<file path="config.mk">
export PLATFORM = sky130hd
export DESIGN_NAME = labfinal_soc_pio_irq
export DESIGN_NICKNAME = d
export VERILOG_FILES = /design/src/rtl/labfinal_soc_pio_pkg.sv /design/src/rtl/labfinal_soc_pio_edge_det.sv /design/src/rtl/labfinal_soc_pio_irq.sv
export SDC_FILE = /design/constraint.sdc
export NUM_CORES = 1
export LEC_CHECK = 0
export BUFFER_PORTS_ARGS = -buffer_cell sky130_fd_sc_hd__buf_4
export CORE_MARGIN = 3
export CORE_UTILIZATION = 50
export DETAILED_ROUTE_END_ITERATION = 8
export PLACE_DENSITY = 0.77
export SLEW_MARGIN = 20
export SYNTH_ARGS = -nofsm -noshare
export SYNTH_HDL_FRONTEND = slang
export SYNTH_HIERARCHICAL = 1
export SYNTH_SLANG_ARGS = --single-unit
</file>
<file path="constraint.sdc">
create_clock -name clk -period 1.2 [get_ports clk]
set_input_delay 0.24 -clock clk [delete_from_list [all_inputs] [get_ports clk]]
set_output_delay 0.24 -clock clk [all_outputs]
set_load 0.005 [all_outputs]
</file>
<file path="src/rtl/labfinal_soc_pio_pkg.sv">
// Shared constants for the labfinal SoC parallel I/O slave: register map and edge-capture modes.
package labfinal_soc_pio_pkg;

  localparam int unsigned ADDR_W = 3;
  localparam int unsigned BUS_W  = 32;

  localparam logic [ADDR_W-1:0] ADDR_DATA    = 3'd0;
  localparam logic [ADDR_W-1:0] ADDR_OUT     = 3'd1;
  localparam logic [ADDR_W-1:0] ADDR_IRQMASK = 3'd2;
  localparam logic [ADDR_W-1:0] ADDR_EDGECAP = 3'd3;
  localparam logic [ADDR_W-1:0] ADDR_OUTSET  = 3'd4;
  localparam logic [ADDR_W-1:0] ADDR_OUTCLR  = 3'd5;

  localparam int unsigned EDGE_RISE = 0;
  localparam int unsigned EDGE_FALL = 1;
  localparam int unsigned EDGE_ANY  = 2;

endpackage

</file>
<file path="src/rtl/labfinal_soc_pio_edge_det.sv">
// Input synchroniser and per-bit edge detector with a post-reset priming guard.
module labfinal_soc_pio_edge_det
  import labfinal_soc_pio_pkg::*;
#(
  parameter int unsigned WIDTH     = 8,
  parameter int unsigned EDGE_TYPE = EDGE_RISE
) (
  input  logic             clk,
  input  logic             reset,
  input  logic [WIDTH-1:0] in_port,
  output logic [WIDTH-1:0] sync,
  output logic [WIDTH-1:0] edge_c
);

  logic [WIDTH-1:0] s1;
  logic [WIDTH-1:0] s2;
  logic [WIDTH-1:0] prev;
  logic [WIDTH-1:0] rise;
  logic [WIDTH-1:0] fall;
  logic [WIDTH-1:0] term;
  logic [1:0]       prime_cnt;
  logic             armed;

  // armed trails the saturated counter by one cycle so prev has caught up with
  // the first real sample before any edge term is allowed through
  always_ff @(posedge clk) begin
    if (reset) begin
      s1        <= '0;
      s2        <= '0;
      prev      <= '0;
      prime_cnt <= 2'd0;
      armed     <= 1'b0;
    end else begin
      s1    <= in_port;
      s2    <= s1;
      prev  <= s2;
      armed <= (prime_cnt == 2'd2);
      if (prime_cnt != 2'd2) begin
        prime_cnt <= prime_cnt + 2'd1;
      end
    end
  end

  always_comb begin
    rise = s2 & ~prev;
    fall = ~s2 & prev;
    if (EDGE_TYPE == EDGE_RISE) begin
      term = rise;
    end else if (EDGE_TYPE == EDGE_FALL) begin
      term = fall;
    end else begin
      term = rise | fall;
    end
  end

  assign sync   = s2;
  assign edge_c = armed ? term : '0;

endmodule

</file>
<file path="src/rtl/labfinal_soc_pio_irq.sv">
// Avalon-MM PIO slave: set/clear output register, synchronised input with edge capture and masked level irq.
module labfinal_soc_pio_irq
  import labfinal_soc_pio_pkg::*;
#(
  parameter int unsigned      WIDTH       = 8,
  parameter logic [WIDTH-1:0] RESET_VALUE = '0,
  parameter int unsigned      EDGE_TYPE   = EDGE_RISE
) (
  input  logic              clk,
  input  logic              reset,
  input  logic [ADDR_W-1:0] address,
  input  logic              chipselect,
  input  logic              write_n,
  input  logic [BUS_W-1:0]  writedata,
  output logic [BUS_W-1:0]  readdata,
  input  logic [WIDTH-1:0]  in_port,
  output logic [WIDTH-1:0]  out_port,
  output logic              irq
);

  logic             wr;
  logic [WIDTH-1:0] wdata;
  logic [WIDTH-1:0] sync;
  logic [WIDTH-1:0] edge_c;
  logic [WIDTH-1:0] out_reg;
  logic [WIDTH-1:0] irqmask;
  logic [WIDTH-1:0] edgecap;
  logic [WIDTH-1:0] cap_clr;
  logic [WIDTH-1:0] rd_next;
  logic             unused_wdata;

  assign wr           = chipselect & ~write_n;
  assign wdata        = writedata[WIDTH-1:0];
  assign unused_wdata = ^writedata;

  labfinal_soc_pio_edge_det #(
    .WIDTH    (WIDTH),
    .EDGE_TYPE(EDGE_TYPE)
  ) u_edge_det (
    .clk    (clk),
    .reset  (reset),
    .in_port(in_port),
    .sync   (sync),
    .edge_c (edge_c)
  );

  assign cap_clr = (wr && (address == ADDR_EDGECAP)) ? wdata : '0;

  always_comb begin
    rd_next = '0;
    case (address)
      ADDR_DATA:    rd_next = sync;
      ADDR_OUT:     rd_next = out_reg;
      ADDR_IRQMASK: rd_next = irqmask;
      ADDR_EDGECAP: rd_next = edgecap;
      default:      rd_next = '0;
    endcase
  end

  // Register file; a fresh edge overrides a same-cycle write-1-to-clear
  always_ff @(posedge clk) begin
    if (reset) begin
      out_reg  <= RESET_VALUE;
      irqmask  <= '0;
      edgecap  <= '0;
      readdata <= '0;
    end else begin
      if (wr) begin
        case (address)
          ADDR_DATA, ADDR_OUT: out_reg <= wdata;
          ADDR_OUTSET:         out_reg <= out_reg | wdata;
          ADDR_OUTCLR:         out_reg <= out_reg & ~wdata;
          ADDR_IRQMASK:        irqmask <= wdata;
          default:             ;
        endcase
      end
      edgecap  <= (edgecap & ~cap_clr) | edge_c;
      readdata <= BUS_W'(rd_next);
    end
  end

  assign out_port = out_reg;
  assign irq      = |(edgecap & irqmask);

endmodule

</file>
# Word-level counts from Yosys, hierarchy flattened
# Index checks and enable logic that the tools add are counted.
[totals] regBits=83 elab_cells=40 input_bits=47 out_inout_bits=41
[op_classes] eq_ne=7 mux=4 n_bitwise=11 n_addsub=1 reduce_logical=7
[op_table] operator="$and A8 B8 Y8" count=4
[op_table] operator="$pmux W8 S4" count=1
[op_table] operator="$not A8 Y8" count=3
[op_table] operator="$pmux W8 S3" count=1
[op_table] operator="$mux W8" count=2
[op_table] operator="$or A8 B8 Y8" count=2
[op_table] operator="$reduce_or A8 Y1" count=1
[op_table] operator="$eq A3 B2 Y1 const B" count=2
[op_table] operator="$eq A3 B3 Y1 const B" count=2
[op_table] operator="$reduce_and A2 Y1" count=2
[op_table] operator="$eq A3 B1 Y1 const B" count=1
[op_table] operator="$logic_not A3 Y1" count=1
[op_table] operator="$reduce_bool A3 Y1" count=1
[op_table] operator="$add A2 B1 Y2 const B" count=1
[op_table] operator="$eq A2 B2 Y1 const B" count=1
[op_table] operator="$ne A2 B2 Y1 const B" count=1
[op_table] operator="$reduce_or A2 Y1" count=1
[op_table] operator="$and A1 B1 Y1" count=1
[op_table] operator="$logic_and A1 B1 Y1" count=1
[op_table] operator="$not A1 Y1" count=1

# Depth between registers and ports, before layout
[logic_depth] word_depth=7 mapped_depth=5 mapped_depth_nobuf=4

# Cells and area by module
# Netlist, hierarchy kept.
[by_module_without_submodules] mod="labfinal_soc_pio_irq" area_each_um2=1756.7 n_inst=1 cells_per_inst=211 seq_area_each_um2=640.6
[by_module_without_submodules] mod="labfinal_soc_pio_edge_det" area_each_um2=859.6 n_inst=1 cells_per_inst=72 seq_area_each_um2=540.5

# Worst setup path before layout
# No wires, ideal clock.
[synth_timing] path_type="input to register" startpoint="in address[0]" endpoint="reg readdata[3]" n_path_buf=2 path_stages=5 path_slack_ns=0.106 setup_time_ns=0.115 arrival_ns=0.979 required_ns=1.085 cell_sequence="buf_4 > buf_2 > mux2i_1 > o22ai_1 > and2_1"
[synth_between] elab_chain_cells=2 word_cells_on_any_way=5 cone_classes="3 x eq/ne; 1 x mux; 1 x reduce/logical"
[synth_lines] element="start: declaration" line_no="labfinal_soc_pio_irq.sv:11" rtl="input logic [ADDR_W-1:0] address,"
[synth_lines] element="$eq A3 B2 Y1 (tied with other cells)" line_no="labfinal_soc_pio_irq.sv:51" rtl="case (address)"
[synth_lines] element="$pmux W8 S4 *" line_no="labfinal_soc_pio_irq.sv:51"
[synth_lines] element="end signal: assignment" line_no="labfinal_soc_pio_irq.sv:78" rtl="readdata <= BUS_W'(rd_next);"
[synth_lines] element="end: declaration" line_no="labfinal_soc_pio_irq.sv:15" rtl="output logic [BUS_W-1:0] readdata,"
# Mark *: on every way between the ends. The rest lies on a longest branch, timed or not.
# A chain may end at the register's enable or synchronous reset.

# Worst setup path after layout
[layout_timing] startpoint="reg irqmask[6]" endpoint="out irq"
[layout_between] elab_chain_cells=2
[layout_lines] element="start: declaration" line_no="labfinal_soc_pio_irq.sv:26" rtl="logic [WIDTH-1:0] irqmask;"
[layout_lines] element="start signal: assignment" line_no="labfinal_soc_pio_irq.sv:73" rtl="ADDR_IRQMASK: irqmask <= wdata;"
[layout_lines] element="$and A8 B8 Y8" line_no="labfinal_soc_pio_irq.sv:83" rtl="assign irq = |(edgecap & irqmask);"
[layout_lines] element="$reduce_or A8 Y1" line_no="labfinal_soc_pio_irq.sv:83"
[layout_lines] element="end: declaration" line_no="labfinal_soc_pio_irq.sv:18" rtl="output logic irq"
# Every way passes these cells.

==> results by group <==
Setup path
  • Critical Path Source Type: flop
  • Crit Path Max Fanout: 2
  • R2r endpoint: u_edge_det/prime_cnt[1]$_SDFFE_PP0P_
  • Critical path arrival: 1.11 ns
  • Data required time of the worst path: 0.96 ns
  • Reg2reg start: u_edge_det/prime_cnt[0]$_SDFFE_PP0P_
  • CP endpoint kind: output pin
  • R2R depth: 4
  • Crit Path Category: reg -> out
  • R2R Setup Slk: 0.10 ns

GRT
  • Largest net degree at the start of global routing: 28
  • First-pass GRT wire length: 8.10 mm
  • Antenna violations before repair: 0
  • GR Overflow Total: 0
  • Vias in the first global route: 1,763
  • Gr usage total: 0.173

Power and ir drop
  • Combinational Power Share: 0.105
  • Leakage power: 1.37 nW
  • Peak VDD IR: 1.04 mV
  • Pwr Density: 1400 nW/µm²
  • Switch share: 0.232
  • Internal: 3.41 mW
  • NetSw: 1.03 mW
  • Clock share of power: 0.418
  • Sequential power share: 0.477

Detailed routing
  • Via count: 1,975
  • DRT iter0 DRCs: 135
  • Total iterations of the first detailed-routing run: 5
  • DR DRC count: 0
  • Vias per inst: 4.85
  • DR WL/cell: 12.4 µm
  • Antenna viol nets, final: 0
  • Routed wire length: 5.04 mm

STA
  • Minimum clock period: 1.35 ns
  • Final Hold Viols: 0
  • Worst hold slack: 0.117 ns
  • RSZ-0062 raised after global routing: true
  • Clock skew: 0.00686 ns
  • Setup violations, final: 1
  • Setup TNS: -0.147 ns
  • Final slew viol count: 0
  • Final Cycle Share: 1.12
  • Final WS setup: -0.147 ns
  • Achievable Freq: 743 MHz

Clocking
  • Clk_lat worst skew: 0.33 ns
  • CTS max path bufs: 2
  • Clock Tree Root: clkbuf_8
  • Inserted Clock Buffers: 9
  • CTS H-tree lvls: 3
  • CTS sink count: 59
  • CTS tree: done
  • CTS clk-pin slew, worst paths: 0.06 ns

Synthesis
  • Yosys warns: 6
  • Mapped Cells: 283
  • Post-synthesis sequential area ratio: 0.451
  • Synth Area per Inst: 9.24 µm²
  • Synth top area share: 0.451
  • Ranking of synthesized cells by area: dfxtp_1 (45%), nor2b_1 (8.1%), buf_4 (7.5%)
  • Top cell type by total area after synthesis: dfxtp_1
  • Post-Syn Area: 2620 µm²
  • Synth cell types: 31
  • Yosys reg bits: 59

Cells and area
  • Final design utilization: 0.651
  • Ratio of cells with drive above 1 in the final layout: 0.265
  • Area Overhead vs Synth: 21.4%
  • Register Area: 1190 µm²
  • # fillers: 416
  • Most frequent cells in the layout: buf_4 (57), dfxtp_1 (53), nor2b_1 (34), o21ai_1 (26), conb_1 (24)
  • Inserted Diodes: 0
  • # nets final: 384
  • Area taken by multi-input logic gates: 1230 µm²
  • Commonest non-fill, non-tap cell in the layout: buf_4

Outcome
  • Failing checks: setup timing
  • Status: finished, violations left

Floorplan
  • Initial core utilization: 0.536
  • Row count: 25
  • Top Ports: 88
  • Die area: 6140 µm²
  • Die X: 78.3 µm
  • Die height: 78.3 µm
  • CORE AREA: 4880 µm²

Worst hold path
  • Worst Hold Class: in -> reg
  • Hold_sp: in_port[4]
  • Worst Hold Path EP: u_edge_det/s1[4]$_SDFF_PP0_
  • Worst hold path cell count: 2

Placed design
  • DPL Wire Length: 3.69 mm
  • DP Worst Slack: -0.0890 ns
  • Placer Congestion: 0.825
  • PortBufs: 39

Job
  • Maxcap violations: 0
[worst max-delay path by stage]
stage,startpoint,end,slack [ns],cells after the start
after global placement,address[0],readdata[6]$_SDFF_PP0_,-0.06,4
final,irqmask[6]$_SDFFE_PP0P_,irq,-0.15,3
after detailed placement,address[1],out_port[2]$_SDFFE_PP0P_,-0.09,4
after floorplan,address[0],readdata[3]$_SDFF_PP0_,0.11,5
after global routing,irqmask[6]$_SDFFE_PP0P_,irq,-0.20,3
after CTS,edgecap[5]$_SDFF_PP0_,irq,-0.16,3
[power groups by stage]
| stage | registers (mW) | logic (mW) | clock network [mW] |
|---|---|---|---|
| final | 2.12 | 0.463 | 1.85 |
| after global placement | 2.15 | 0.440 | 0 |
| after floorplan | 2.14 | 0.352 | 0 |
| after CTS | 2.12 | 0.464 | 1.90 |
| after detailed placement | 2.16 | 0.461 | 0 |
| after global routing | 2.13 | 0.520 | 2.00 |
[flip-flops by register name, indices dropped and copies added (netlist names)]
signal                count
u_edge_det/prev           8
readdata                  8
u_edge_det/s1             8
u_edge_det/prime_cnt      2
out_port                  8
u_edge_det/armed          1
edgecap                   8
irqmask                   8
u_edge_det/sync           8
[kinds of logic (layout without fill, tap and decap cells)]
family,Yosys count,after routing,share of synthesized area
AND/OR/NAND/NOR,95,95,0.231
AO/OA/AOI/OAI,61,61,0.124
flip-flops,59,59,0.451
buffers and inverters,48,82,0.117
multiplexers,16,16,0.0612
adder cells (fa/ha/maj),2,2,0.00956
other,1,24,0.00143
XOR/XNOR,1,1,0.00335
[metal layers]
metal,share of wire,vias up,global-route usage
li1,-,1003,-
met2,0.49,58,0.271
met5,0,-,0
met1,0.43,903,0.205
met3,0.058,11,0.0711
met4,0.023,0,0.0839
[cell usage after synthesis (all sizes together)]
| cell | number |
|---|---|
| a21oi | 17 |
| a22oi | 4 |
| and2 | 8 |
| and2b | 7 |
| and3b | 6 |
| buf | 36 |
| clkbuf | 3 |
| conb | 1 |
| dfxtp | 59 |
| ha | 2 |
| inv | 9 |
| mux2i | 16 |
| nand2 | 12 |
| nand2b | 9 |
| nand3 | 8 |
| nand4 | 1 |
| nand4bb | 1 |
| nor2 | 4 |
| nor2b | 34 |
| nor3b | 1 |
| o21ai | 32 |
| o22ai | 8 |
| or2 | 3 |
| or3b | 1 |
| xor2 | 1 |
[what timing repair did]
action	in CTS	in global routing
pin swaps	4	1
buffers inserted	1	0
resized for setup	8	1
hold endpoints to repair	0	0
setup endpoints to repair	1	1
hold buffers	0	0
[critical path: stages (launching register included)]
cell and delay (ns):
dfxtp_2 0.32, a22oi_2 0.19, nand4_1 0.11, buf_4 0.15
[stage by stage]
step                cell area (µm²)  std cells  total power, mW
detailed placement             2930        390             2.62
global placement               2930        390             2.59
CTS                            3170        407             4.48
floorplan                      2700        306             2.49
global route                   3180        407             4.65
finish                         3180        407             4.43
[cell type report]
type                    instances  area share
multi-input cells             199       0.387
flip-flops and latches         59       0.374
repair buffers                 57       0.135
clock buffers                  12      0.0520
well taps                      67      0.0264
clock inverters                 4      0.0150
inverters                       9      0.0106
Power figures use the tool's default switching activity.
